===== src/rtl/axi_line_write_master_pkg.sv =====
`default_nettype none
// ============================================================================
// Module : axi_line_write_master_pkg
// Brief  : Shared widths, AXI burst constants and FSM encoding for the line drain.
// Rev    : 1.0
// ============================================================================
package axi_line_write_master_pkg;

    // Cache-side bus widths (WayBus / DataAddrBus)
    localparam int WAY_BUS_W       = 256;
    localparam int DATA_ADDR_BUS_W = 32;

    localparam logic [1:0] BURST_INCR = 2'b01;
    localparam logic [2:0] SIZE_4B    = 3'b010;
    localparam int         LINE_BEATS = 8;
    localparam logic [7:0] AWLEN_LINE = 8'd7;

    typedef enum logic [2:0] {
        ST_IDLE = 3'd0,
        ST_AW   = 3'd1,
        ST_W    = 3'd2,
        ST_B    = 3'd3,
        ST_DONE = 3'd4
    } state_t;

endpackage
`default_nettype wire


===== src/rtl/axi_line_write_master_if.sv =====
`default_nettype none
// ============================================================================
// Module : axi_line_write_master_if
// Brief  : AXI AW/W/B channel bundle between the line drain and memory.
// Rev    : 1.0
// ============================================================================
interface axi_line_write_master_if #(
    parameter int ADDR_W = 32,
    parameter int AXI_DW = 32
);
    logic [3:0]          awid;
    logic [ADDR_W-1:0]   awaddr;
    logic [7:0]          awlen;
    logic [2:0]          awsize;
    logic [1:0]          awburst;
    logic [1:0]          awlock;
    logic [3:0]          awcache;
    logic [2:0]          awprot;
    logic                awvalid;
    logic                awready;

    logic [3:0]          wid;
    logic [AXI_DW-1:0]   wdata;
    logic [AXI_DW/8-1:0] wstrb;
    logic                wlast;
    logic                wvalid;
    logic                wready;

    logic [3:0]          bid;
    logic [1:0]          bresp;
    logic                bvalid;
    logic                bready;

    modport master (
        output awid, awaddr, awlen, awsize, awburst, awlock, awcache, awprot, awvalid,
        input  awready,
        output wid, wdata, wstrb, wlast, wvalid,
        input  wready,
        input  bid, bresp, bvalid,
        output bready
    );

    modport slave (
        input  awid, awaddr, awlen, awsize, awburst, awlock, awcache, awprot, awvalid,
        output awready,
        input  wid, wdata, wstrb, wlast, wvalid,
        output wready,
        output bid, bresp, bvalid,
        input  bready
    );

endinterface
`default_nettype wire


===== src/rtl/axi_line_write_master.sv =====
`default_nettype none
// ============================================================================
// Module : axi_line_write_master
// Brief  : Drains one cache line as a single 8-beat AXI INCR write burst.
// Rev    : 1.0
// ============================================================================
module axi_line_write_master
    import axi_line_write_master_pkg::*;
#(
    parameter int         ADDR_W = DATA_ADDR_BUS_W,
    parameter int         LINE_W = WAY_BUS_W,
    parameter int         AXI_DW = 32,
    parameter logic [3:0] AXI_ID = 4'h1
) (
    input  logic                    clk,
    input  logic                    rst,
    input  logic                    wen_i,
    input  logic [ADDR_W-1:0]       waddr_i,
    input  logic [LINE_W-1:0]       wdata_i,
    output logic                    bvalid_o,
    axi_line_write_master_if.master axi
);

    localparam int BEATS = LINE_W / AXI_DW;
    localparam int CNT_W = $clog2(BEATS);
    localparam int OFF_W = $clog2(LINE_W / 8);

    localparam logic [CNT_W-1:0] CNT_ONE      = CNT_W'(1);
    localparam logic [CNT_W-1:0] CNT_PRE_LAST = CNT_W'(BEATS - 2);

    state_t            state;
    logic [CNT_W-1:0]  cnt;
    logic [ADDR_W-1:0] addr_q;
    logic [LINE_W-1:0] line_q;
    logic              awvalid_q;
    logic              wvalid_q;
    logic              wlast_q;
    logic              bready_q;
    logic              unused_bits;

    assign axi.awid    = AXI_ID;
    assign axi.awaddr  = addr_q;
    assign axi.awlen   = AWLEN_LINE;
    assign axi.awsize  = SIZE_4B;
    assign axi.awburst = BURST_INCR;
    assign axi.awlock  = 2'b00;
    assign axi.awcache = 4'h0;
    assign axi.awprot  = 3'b000;
    assign axi.awvalid = awvalid_q;

    // Beat select straight off the latched line; cnt only moves on a handshake
    assign axi.wid     = AXI_ID;
    assign axi.wdata   = line_q[AXI_DW*int'(cnt) +: AXI_DW];
    assign axi.wstrb   = {(AXI_DW/8){1'b1}};
    assign axi.wlast   = wlast_q;
    assign axi.wvalid  = wvalid_q;

    assign axi.bready  = bready_q;

    // Response ID/code and the in-line offset carry no information here
    assign unused_bits = ^{axi.bid, axi.bresp, waddr_i[OFF_W-1:0]};

    always_ff @(posedge clk) begin
        if (rst) begin
            state     <= ST_IDLE;
            cnt       <= '0;
            awvalid_q <= 1'b0;
            wvalid_q  <= 1'b0;
            wlast_q   <= 1'b0;
            bready_q  <= 1'b0;
            bvalid_o  <= 1'b0;
        end else begin
            case (state)
                ST_IDLE: begin
                    if (wen_i) begin
                        addr_q    <= {waddr_i[ADDR_W-1:OFF_W], {OFF_W{1'b0}}};
                        line_q    <= wdata_i;
                        awvalid_q <= 1'b1;
                        state     <= ST_AW;
                    end
                end
                ST_AW: begin
                    if (axi.awready) begin
                        awvalid_q <= 1'b0;
                        wvalid_q  <= 1'b1;
                        wlast_q   <= 1'b0;
                        cnt       <= '0;
                        state     <= ST_W;
                    end
                end
                ST_W: begin
                    if (axi.wready) begin
                        if (wlast_q) begin
                            wvalid_q <= 1'b0;
                            wlast_q  <= 1'b0;
                            cnt      <= '0;
                            bready_q <= 1'b1;
                            state    <= ST_B;
                        end else begin
                            cnt     <= cnt + CNT_ONE;
                            wlast_q <= (cnt == CNT_PRE_LAST);
                        end
                    end
                end
                ST_B: begin
                    // Error responses are not retried: the line is retired regardless
                    if (axi.bvalid) begin
                        bready_q <= 1'b0;
                        bvalid_o <= 1'b1;
                        state    <= ST_DONE;
                    end
                end
                ST_DONE: begin
                    bvalid_o <= 1'b0;
                    state    <= ST_IDLE;
                end
                default: begin
                    state <= ST_IDLE;
                end
            endcase
        end
    end

endmodule
`default_nettype wire

===== src/flat_wrapper.sv =====
// flat-port wrapper written by rule: the top's interface ports become plain ports
module axi_line_write_master_flat import axi_line_write_master_pkg::*;
#(
    parameter int         ADDR_W = DATA_ADDR_BUS_W,
    parameter int         LINE_W = WAY_BUS_W,
    parameter int         AXI_DW = 32,
    parameter logic [3:0] AXI_ID = 4'h1
)
  (clk, rst, wen_i, waddr_i, wdata_i, bvalid_o, axi_awid, axi_awaddr, axi_awlen, axi_awsize, axi_awburst, axi_awlock, axi_awcache, axi_awprot, axi_awvalid, axi_awready, axi_wid, axi_wdata, axi_wstrb, axi_wlast, axi_wvalid, axi_wready, axi_bid, axi_bresp, axi_bvalid, axi_bready);
  axi_line_write_master_if #(.ADDR_W(ADDR_W), .AXI_DW(AXI_DW)) axi_i ();
  input  logic clk;
  input  logic rst;
  input  logic wen_i;
  input  logic [ADDR_W-1:0] waddr_i;
  input  logic [LINE_W-1:0] wdata_i;
  output logic bvalid_o;
  output wire logic [$bits(axi_i.awid)-1:0] axi_awid;
  output wire logic [$bits(axi_i.awaddr)-1:0] axi_awaddr;
  output wire logic [$bits(axi_i.awlen)-1:0] axi_awlen;
  output wire logic [$bits(axi_i.awsize)-1:0] axi_awsize;
  output wire logic [$bits(axi_i.awburst)-1:0] axi_awburst;
  output wire logic [$bits(axi_i.awlock)-1:0] axi_awlock;
  output wire logic [$bits(axi_i.awcache)-1:0] axi_awcache;
  output wire logic [$bits(axi_i.awprot)-1:0] axi_awprot;
  output wire logic [$bits(axi_i.awvalid)-1:0] axi_awvalid;
  input wire logic [$bits(axi_i.awready)-1:0] axi_awready;
  output wire logic [$bits(axi_i.wid)-1:0] axi_wid;
  output wire logic [$bits(axi_i.wdata)-1:0] axi_wdata;
  output wire logic [$bits(axi_i.wstrb)-1:0] axi_wstrb;
  output wire logic [$bits(axi_i.wlast)-1:0] axi_wlast;
  output wire logic [$bits(axi_i.wvalid)-1:0] axi_wvalid;
  input wire logic [$bits(axi_i.wready)-1:0] axi_wready;
  input wire logic [$bits(axi_i.bid)-1:0] axi_bid;
  input wire logic [$bits(axi_i.bresp)-1:0] axi_bresp;
  input wire logic [$bits(axi_i.bvalid)-1:0] axi_bvalid;
  output wire logic [$bits(axi_i.bready)-1:0] axi_bready;
  assign axi_awid = axi_i.awid;
  assign axi_awaddr = axi_i.awaddr;
  assign axi_awlen = axi_i.awlen;
  assign axi_awsize = axi_i.awsize;
  assign axi_awburst = axi_i.awburst;
  assign axi_awlock = axi_i.awlock;
  assign axi_awcache = axi_i.awcache;
  assign axi_awprot = axi_i.awprot;
  assign axi_awvalid = axi_i.awvalid;
  assign axi_i.awready = axi_awready;
  assign axi_wid = axi_i.wid;
  assign axi_wdata = axi_i.wdata;
  assign axi_wstrb = axi_i.wstrb;
  assign axi_wlast = axi_i.wlast;
  assign axi_wvalid = axi_i.wvalid;
  assign axi_i.wready = axi_wready;
  assign axi_i.bid = axi_bid;
  assign axi_i.bresp = axi_bresp;
  assign axi_i.bvalid = axi_bvalid;
  assign axi_bready = axi_i.bready;
  axi_line_write_master #(.ADDR_W(ADDR_W), .LINE_W(LINE_W), .AXI_DW(AXI_DW), .AXI_ID(AXI_ID)) u_core (.clk(clk), .rst(rst), .wen_i(wen_i), .waddr_i(waddr_i), .wdata_i(wdata_i), .bvalid_o(bvalid_o), .axi(axi_i));
endmodule

===== config.mk =====
export PLATFORM = sky130hd
export DESIGN_NAME = axi_line_write_master_flat
export DESIGN_NICKNAME = d
export VERILOG_FILES = /design/src/rtl/axi_line_write_master_pkg.sv /design/src/rtl/axi_line_write_master_if.sv /design/src/rtl/axi_line_write_master.sv /design/src/flat_wrapper.sv
export SDC_FILE = /design/constraint.sdc
export NUM_CORES = 1
export LEC_CHECK = 0
export ABC_CLOCK_PERIOD_IN_PS = 23900
export BUFFER_PORTS_ARGS = -buffer_cell sky130_fd_sc_hd__buf_2
export CORE_MARGIN = 4
export CORE_UTILIZATION = 47
export CTS_CLUSTER_DIAMETER = 100
export DETAILED_ROUTE_END_ITERATION = 8
export GPL_ROUTABILITY_DRIVEN = 0
export HOLD_SLACK_MARGIN = 0.15
export PLACE_DENSITY = 0.78
export REMOVE_ABC_BUFFERS = 1
export SKIP_LAST_GASP = 1
export SYNTH_ARGS = -nofsm -noshare
export SYNTH_HDL_FRONTEND = slang
export SYNTH_SLANG_ARGS = --single-unit

===== constraint.sdc =====
create_clock -name clk -period 23.9 [get_ports clk]
set_input_delay 1.195 -clock clk [delete_from_list [all_inputs] [get_ports clk]]
set_output_delay 1.195 -clock clk [all_outputs]
set_load 0.005 [all_outputs]

==> results.toml <==
[outcome]
outcome = "finished, final reports clean"

[synth]
yosysWarnings = 0
yosys_register_bits = 294
synth_fa_ha_area_share_pct = 0.222
yosysSeqAreaShare_pct = 77.3
synth_compound_gate_area_share_pct = 0.954
synth_top_family_by_area = "multiplexers"
syn_area_mm2 = 0.0113
post_synthesis_share_of_cell_area_spent_on_xor_and_xnor_gates_pct = 0
synthCells = 501
post_synth_and_or_nand_nor_area_fraction_pct = 1.48
avgSynthCellArea_um2 = 22.5
synthMuxAreaShare_pct = 16.1
synthDistinctLibCells = 34

[floorplan]
floorplan.die.height_um = 163
floorplan.io_pins = 403
die_width_um = 163
floorplan.core_area_mm2 = 0.0235
initial_core_util_pct = 47.9
design.die.area_mm2 = 0.0265
num_rows = 56

[cts]
cts.repair_timing.setup_buffer_count = 0
numClockSinks = 294
post_cts_resize_count = 0
inserted_clock_buffers = 30
insertion_delay_of_the_later_clocked_pin_in_the_worst_skew_pair_ns = 0.55
htree_num_levels = 1
cts_root_buf = "clkbuf_16"
cts.hold.buffers_added = 0
clockBufferDepth = 3
cts_tree = "done"
worst_setup_hold_path_clk_slew_ns = 0.06

[route]
routed_wirelength_um = 23200
route.detailed.drc = 0
detailroute.via_count = 6012
dr.first_iter.drc_count = 354
drt-pass1-iter-count = 4
avgViaCountPerCell = 4.96
average_routed_wire_per_standard_cell_um = 19.2
antenna_left = 0

[critical_path]
crit_required_ns = 22.71
critical_path.cell_chain = "buf_4, mux4_2, mux2_2, buf_2"
critical_path_arrival_ns = 3.05
crit_path_launch_type = "flop"
crit_path_max_fanout = 36
cpMaxStageDelayCell = "dfxtp_4"
path_class = "reg -> out"
worst_path_largest_cell_delay_ns = 0.74
worst_setup_path_end_kind = "primary output"
worst_r2r_startpoint = "u_core.state[2]"
worst_setup_path_startpoint = "u_core.cnt[0]"

[timing]
clock-skew-final_ns = 0.0205
drv_slew = 0
post_route_worst_hold_slack_ns = 0.494
timing.final.crit_period_ns = 4.25
tightestPinTransition_ns = 1.10
final_min_period_over_clock_period_pct = 17.8
worst_max_slew_margin_expressed_relative_to_the_limit_pct = 26.6
hold_violations = 0
fmaxAchievable_mhz = 235
grt_setup_unrepaired = "false"
final.setup.tns_ns = 0
count_of_final_setup_violators = 0

[min_path]
hold_path_startpoint = "u_core.axi.awvalid"
hold_path_class = "reg -> reg"

[flow_run]
cap_viol_max_count = 0

[pwr]
cellPowerDensity_mw_per_mm2 = 80.0
leakage_power_nw = 5.27
irDropWorstVdd_v = 0.0000777

[finish]
flow.area_growth_from_synthesis_pct = 25.9
finalNonFillerCells = 1211
drive_above_1_share_pct = 56.6
fin_nets = 1168

[grt]
via_count_of_the_first_global_routing_pass = 6519
first_pass_grt_wire_length_um = 34600
number_of_antenna_violations_at_the_first_check_in_global_routing = 3
pin_count_of_the_biggest_net_entering_global_routing = 195
global_route.usage.total_pct = 16.8
congestion_overflow_gr = 0

[placement]
port_buffers = 352
cell_count_after_placement = 1153
hpwlAfterDp_um = 16000
[cell families after synthesis]
logic type                 after synthesis
AOI/OAI and AO/OA                       17
adders and majority gates                2
buffers and inverters                   65
DFF                                    294
muxes                                   97
other                                    2
and+or+nand+nor                         24
[power by group]
group	leakage, nW	internal (mW)	switching (mW)	total, mW
combinational	2.08	0.0372	0.0325	0.0698
clock	0.482	0.272	0.184	0.455
sequential	2.71	0.601	0.00948	0.610
[metal layers]
layer  track usage [%]  part of all wire (%)
met3              5.32                   8.9
met1              18.5                    34
met2              31.5                    55
met4              4.61                   2.8
met5                 0                     0
[layout by cell type (no fill, tap or decap), types with 2 or more instances in the layout]
| cell | count |
|---|---|
| nand4bb_1 | 2 |
| clkinv_2 | 8 |
| nor2_1 | 3 |
| edfxtp_1 | 283 |
| clkbuf_16 | 30 |
| diode_2 | 3 |
| mux4_2 | 64 |
| dfxtp_4 | 2 |
| buf_2 | 352 |
| nand3_1 | 7 |
| o21ai_0 | 2 |
| clkinv_1 | 8 |
| nand2_1 | 3 |
| clkbuf_1 | 4 |
| inv_1 | 5 |
| ha_1 | 2 |
| bufinv_16 | 4 |
| buf_4 | 3 |
| a31oi_1 | 2 |
| conb_1 | 39 |
| dfxtp_1 | 8 |
| mux2_2 | 32 |
| a21oi_1 | 7 |
[state kept, by name, indices dropped and copies added, names as in the netlist]
signal and count:
u_core.bvalid_o 1, u_core.axi.bready 1, u_core.axi.wvalid 1, u_core.cnt 3
u_core.axi.awaddr 27, u_core.line_q 256, u_core.state 3, u_core.axi.wlast 1
u_core.axi.awvalid 1
[through the flow]
stage	cell area [µm²]	setup slack, ns	utilization [%]	power, mW
after global routing	14200	19.35	60.3	1.18
after floorplan	11000	6.15	-	0.668
after CTS	14200	19.50	60.3	1.15
after global placement	13200	19.65	56.1	0.688
after detailed placement	13200	19.61	56.1	0.692
final	14200	19.65	60.3	1.14
[cells in the mapped netlist]
| cell | number | area, µm² |
|---|---|---|
| buf_6 | 5 | 56.3 |
| ha_1 | 2 | 25.0 |
| o21a_1 | 1 | 7.51 |
| inv_1 | 5 | 18.8 |
| mux2i_1 | 1 | 10.0 |
| nand4bb_1 | 2 | 22.5 |
| a31o_2 | 1 | 8.76 |
| o211ai_1 | 1 | 7.51 |
| nor4bb_1 | 1 | 10.0 |
| o21ai_0 | 2 | 10.0 |
| a31oi_1 | 2 | 12.5 |
| a31o_1 | 1 | 8.76 |
| o2111ai_1 | 1 | 8.76 |
| a21oi_1 | 7 | 35.0 |
| buf_2 | 7 | 35.0 |
| buf_1 | 3 | 11.3 |
| a2111oi_0 | 1 | 8.76 |
| and4bb_2 | 1 | 12.5 |
| nand4b_1 | 1 | 8.76 |
| or2_2 | 1 | 6.26 |
| mux2_2 | 32 | 360 |
| mux4_2 | 64 | 1440 |
| dfxtp_1 | 11 | 220 |
| edfxtp_1 | 283 | 8500 |
| buf_4 | 39 | 293 |
| clkbuf_1 | 6 | 22.5 |
| conb_1 | 2 | 7.51 |
| nand2_1 | 3 | 11.3 |
| nor3_1 | 1 | 5.00 |
| nand3b_1 | 1 | 7.51 |
| nor2_1 | 3 | 11.3 |
| nor2b_1 | 1 | 6.26 |
| nor4b_2 | 2 | 30.0 |
| nand3_1 | 7 | 35.0 |
[final cells by class]
type / count / area, µm²
fill: 1725 / 9350
clock buffer: 34 / 766
clock inverter: 21 / 206
inverter: 5 / 18.8
sequential: 294 / 8730
multi-input combinational: 179 / 2270
timing repair buffer: 356 / 1800
antenna: 3 / 7.51
tap: 319 / 399
[worst paths after layout]
check	endpoint	cells after the start	slack, ns
setup / recovery	axi_wdata[31]	4	19.65
hold / removal	u_core.axi.awvalid	1	0.49
setup reg to reg	u_core.line_q[57]	4	20.48
hold reg to reg	u_core.axi.awvalid	1	0.49
[worst max-delay path, delay by kind of cell (launching register included)]
family                 cells  cell delay [ns]
DFF                        1             0.74
buffers and inverters      2             0.84
muxes                      2             0.88
Power figures use the tool's default switching activity.
